`src/rtl/game_cmd_sched.sv`:
```
`default_nettype none
// ============================================================================
// Module      : game_cmd_sched
// Description : PS/2 scancode -> game command scheduler with FIFO, fire
//               cooldown and pause ownership.
// Revision    : 1.0
// ============================================================================
module game_cmd_sched #(
    parameter int FIFO_DEPTH    = 4,
    parameter int FIRE_COOLDOWN = 5000000,
    parameter int CD_W          = 23
) (
    input  logic       CLK,
    input  logic       RST,
    input  logic [7:0] ScanCode,
    input  logic       valid_bit,
    output logic       cmd_valid,
    output logic [2:0] cmd_code,
    input  logic       cmd_ready,
    output logic       paused,
    output logic [7:0] drop_cnt
);

    localparam int       c_AW     = $clog2(FIFO_DEPTH);
    localparam logic [2:0] c_LEFT   = 3'd0;
    localparam logic [2:0] c_RIGHT  = 3'd1;
    localparam logic [2:0] c_THRUST = 3'd2;
    localparam logic [2:0] c_FIRE   = 3'd3;
    localparam logic [2:0] c_HYPER  = 3'd4;

    logic            r_s1, r_s2, r_s3;
    logic            r_dec;
    logic [7:0]      r_sc;
    logic [c_AW:0]   r_wr, r_rd;
    logic [2:0]      r_mem [FIFO_DEPTH];
    logic [CD_W-1:0] r_cd;
    logic            r_paused;
    logic [7:0]      r_drop;

    logic       w_ev, w_is_cmd, w_is_pause, w_empty, w_full, w_pop;
    logic       w_fire, w_cd_zero, w_accept, w_drop, w_flush;
    logic [2:0] w_code;

    assign w_ev = r_s2 & ~r_s3;

    // Synchronizer, edge detect and scancode capture
    always_ff @(posedge CLK or negedge RST) begin
        if (!RST) begin
            r_s1  <= 1'b0;
            r_s2  <= 1'b0;
            r_s3  <= 1'b0;
            r_dec <= 1'b0;
            r_sc  <= 8'h00;
        end else begin
            r_s1  <= valid_bit;
            r_s2  <= r_s1;
            r_s3  <= r_s2;
            r_dec <= w_ev;
            if (w_ev)
                r_sc <= ScanCode;
        end
    end

    always_comb begin
        w_is_cmd   = 1'b0;
        w_is_pause = 1'b0;
        w_code     = c_LEFT;
        case (r_sc)
            8'h1C, 8'h6B: begin w_is_cmd = 1'b1; w_code = c_LEFT;   end
            8'h23, 8'h74: begin w_is_cmd = 1'b1; w_code = c_RIGHT;  end
            8'h1D, 8'h75: begin w_is_cmd = 1'b1; w_code = c_THRUST; end
            8'h29:        begin w_is_cmd = 1'b1; w_code = c_FIRE;   end
            8'h32:        begin w_is_cmd = 1'b1; w_code = c_HYPER;  end
            8'h4D:        w_is_pause = 1'b1;
            default:      ;
        endcase
    end

    assign w_empty   = (r_wr == r_rd);
    assign w_full    = (r_wr[c_AW] != r_rd[c_AW]) && (r_wr[c_AW-1:0] == r_rd[c_AW-1:0]);
    assign w_pop     = ~w_empty & cmd_ready;
    assign w_fire    = (w_code == c_FIRE);
    assign w_cd_zero = (r_cd == '0);
    // A full FIFO still accepts when the head leaves in the same cycle
    assign w_accept  = r_dec & w_is_cmd & ~r_paused & ~(w_fire & ~w_cd_zero) & (~w_full | w_pop);
    assign w_drop    = r_dec & w_is_cmd & ~w_accept;
    assign w_flush   = r_dec & w_is_pause & ~r_paused;

    always_ff @(posedge CLK or negedge RST) begin
        if (!RST) begin
            r_wr     <= '0;
            r_rd     <= '0;
            r_cd     <= '0;
            r_paused <= 1'b0;
            r_drop   <= 8'h00;
        end else begin
            if (w_flush) begin
                r_rd <= r_wr;
            end else begin
                if (w_accept)
                    r_wr <= r_wr + 1'b1;
                if (w_pop)
                    r_rd <= r_rd + 1'b1;
            end
            if (r_dec && w_is_pause)
                r_paused <= ~r_paused;
            if (w_accept && w_fire)
                r_cd <= CD_W'(FIRE_COOLDOWN);
            else if (!w_cd_zero)
                r_cd <= r_cd - 1'b1;
            if (w_drop && (r_drop != 8'hFF))
                r_drop <= r_drop + 1'b1;
        end
    end

    // Storage needs no reset: reads are masked while empty
    always_ff @(posedge CLK) begin
        if (w_accept)
            r_mem[r_wr[c_AW-1:0]] <= w_code;
    end

    assign cmd_valid = ~w_empty;
    assign cmd_code  = w_empty ? 3'd0 : r_mem[r_rd[c_AW-1:0]];
    assign paused    = r_paused;
    assign drop_cnt  = r_drop;

endmodule
`default_nettype wire
```
`config.mk`:
```
export PLATFORM = sky130hd
export DESIGN_NAME = game_cmd_sched
export DESIGN_NICKNAME = d
export VERILOG_FILES = /design/src/rtl/game_cmd_sched.sv
export SDC_FILE = /design/constraint.sdc
export NUM_CORES = 1
export LEC_CHECK = 0
export CORE_MARGIN = 8
export CORE_UTILIZATION = 60
export CTS_CLUSTER_SIZE = 40
export DETAILED_ROUTE_END_ITERATION = 7
export PLACE_DENSITY = 0.82
export SYNTH_ARGS = -nofsm -noshare
export SYNTH_HDL_FRONTEND = slang
export SYNTH_SLANG_ARGS = --single-unit
```
`constraint.sdc`:
```
create_clock -name CLK -period 4 [get_ports CLK]
set_input_delay 0.6 -clock CLK [delete_from_list [all_inputs] [get_ports CLK]]
set_output_delay 0.6 -clock CLK [all_outputs]
set_load 0.05 [all_outputs]
```
==> results.cfg <==
[setup_path]
worstPathCellList = mux4_2 -> and2_1 -> clkdlybuf4s50_1
critPathLaunchType = register
critPathLaunch = r_rd[0]
r2r_cells = 8
required_ps = 3400
r2r-start = r_cd[0]
end_kind = output pin
critical_path_class = register to output pin
critPathArrivalTime_ps = 2250
slowest_stage = clkdlybuf4s50_1
cp_max_fo = 6
cpPeakStageDelay_ps = 690

[final_layout]
postLayoutCoreUtil_pct = 72.00
nFillCells = 386
seq_area_mm2 = 0.001612
area_delta_synth_final_pct = 17.48
mostFrequentLayoutCell = dfrtp_1
n_antenna_cell = 0
final_cell_mix = dfrtp_1 (50), nand2_1 (23), clkdlybuf4s50_1 (23), nand3_1 (17), xnor2_1 (13)
layout.nets = 314
multi_input_area_mm2 = 0.001398
layout-drive-gt1-share_pct = 13.67

[global_routing]
grt_antenna_before_repair = 0
track_usage_pct = 16.33
grt_pass1_wl_um = 9625
overflow = 0
grt_pass1_vias = 2064
grt_max_degree = 51

[timing]
clock_skew_ps = 7.206
finalSetupViolations = 0
fin_crit_ps = 2855
period_share_pct = 71.37
setup_tns_ps = 0
tightest_slew_ps = 1065
timing.fmax_mhz = 350.3
rsz0062_at_grt = false
slew_viol_final = 0
finalWorstSetupSlack_ps = 1145
max_slew_margin_pct = 28.98
final_hold_viol_count = 0

[routing]
wl_per_cell_um = 15.06
drc = 0
first_pass_iters = 4
highest_layer = met4
wl_met3_um = 224
drt-met1-wl_um = 2471
route.met2.wl_um = 2794
vias = 2038
post_drt_via_cell_ratio = 5.508
routed_wl_um = 5571
drt.antenna.violating_nets = 0
drt_iter0_markers = 72

[flow_run]
max_cap_viol_count = 0

[die]
die_y_um = 87.54
die_area_mm2 = 0.007662
initial_core_util_pct = 61.29
coreArea_mm2 = 0.005010
rows = 26
die_w_um = 87.54
io-pin-count = 25

[placed_design]
io_buffers = 24
hpwl_um = 4010
gp_congestion = 0.8331
dp_slack_ps = 1356

[logic_synthesis]
yosysUniqueCellTypes = 54
synth_nets = 286
ys_seq_area_share_pct = 52.49
syn_area_per_cell_um2 = 11.50
async_reset_ff_share_pct = 80.65
synth_edf_count = 12
ys_warn_count = 0
synth_seq_cells = 62
synthCells = 267
syn_area_mm2 = 0.003070
synth_flop_cell = dfrtp_1

[cts]
clkLatencyLatePin_ps = 340
ctsLongestPathBuffers = 2
numCtsBuffers = 9
cts_hold_buf = 0
clkSinkCount = 62
cts_resized = 0
cts_root_buffer = clkbuf_8
cts_setup_buffers = 0
cts.htree.levels = 3
clkTransAtPathRegs_ps = 70
cts_tree = done

[power]
p_total_mw = 1.826
p_per_area_mw_per_mm2 = 506.2
p_leak_nw = 1.457
worst_ir_drop_vdd_uv = 318.2

[run_status]
outcome = finished, final reports clean

[worst_hold_path]
hold-path-cell-count = 0
hold_start = r_s1
hold_path_class = register to register
## routing by layer
metal,global-route usage (%),up-vias
met3,4.690,9
met4,8.281,0
met2,25.76,42
met1,19.98,966
li1,-,1021
met5,0,-
## state kept, by name, summed over array words and instances, names as in the netlist
signal    count
r_cd         23
r_mem        12
drop_cnt      8
r_sc          8
r_rd          3
r_wr          3
paused        1
r_dec         1
r_s1          1
r_s2          1
r_s3          1
## cell type report
type / instances / share of cell area, %
clock buffers: 11 / 4.509
well taps: 70 / 2.428
clock inverters: 5 / 2.185
multi-input cells: 189 / 38.74
repair buffers: 24 / 6.521
flip-flops and latches: 62 / 44.68
inverters: 9 / 0.9365
## worst max-delay path, delay by kind of cell, from the launching register on
kind / cells / cell delay (ps)
buf+inv: 1 / 690
mux: 1 / 540
flops: 1 / 520
simple gates: 1 / 170
## cell usage after synthesis (2+ instances only)
library cell	number	share of area [%]
and4b_1	2	0.65
and2_1	8	1.6
o21ai_0	6	0.98
edfxtp_1	12	12
xnor2_1	13	3.7
nand4_1	4	0.81
mux4_2	3	2.2
nand2b_1	4	0.81
nor3_1	9	1.5
or2_2	3	0.61
ha_1	7	2.9
nor4_1	3	0.61
xor2_1	12	3.4
nand2_1	23	2.8
and3_1	3	0.61
clkbuf_1	6	0.73
a21oi_1	8	1.3
nor2_1	10	1.2
nor2b_1	3	0.61
or4_1	2	0.49
nand3_1	17	2.8
nand3b_1	2	0.49
mux2_1	4	1.5
dfrtp_1	50	41
or3_1	8	1.6
mux2_2	8	2.9
inv_1	9	1.1
or4b_1	2	0.65
## final timing paths
kind | to | slack, ps
max in group asynchronous | drop_cnt[4] | 2890
setup / recovery | cmd_code[2] | 1150
hold reg to reg | r_s2 | 350
hold / removal | r_s2 | 350
setup reg to reg | r_mem[1][1] | 1360
min in group asynchronous | r_cd[10] | 460
## kinds of logic (layout without fill, tap and decap cells)
| group | after synthesis | in the layout | synth area share (%) |
|---|---|---|---|
| adder cells (fa/ha/maj) | 7 | 7 | 2.852 |
| AND/OR/NAND/NOR | 117 | 117 | 22.58 |
| flip-flops | 62 | 62 | 52.49 |
| AO/OA/AOI/OAI | 24 | 24 | 6.032 |
| multiplexers | 16 | 16 | 6.927 |
| buffers and inverters | 16 | 49 | 1.996 |
| XOR/XNOR | 25 | 25 | 7.131 |
## metrics by stage
stage	area, um2	cells	hold slack, ps
3_3_place_gp	3366	354	334.4
3_5_place_dp	3366	354	336.3
5_1_grt	3607	370	361.8
2_1_floorplan	3070	267	304.4
4_1_cts	3607	370	352.3
6_report	3607	370	351.8
## where the power goes
group	internal [mW]	switching, mW	total, mW
logic	0.183	0.234	0.417
clock network	0.404	0.242	0.647
registers	0.688	0.0743	0.762
total	1.28	0.551	1.83
No activity file was read; power rests on OpenSTA's default activity.
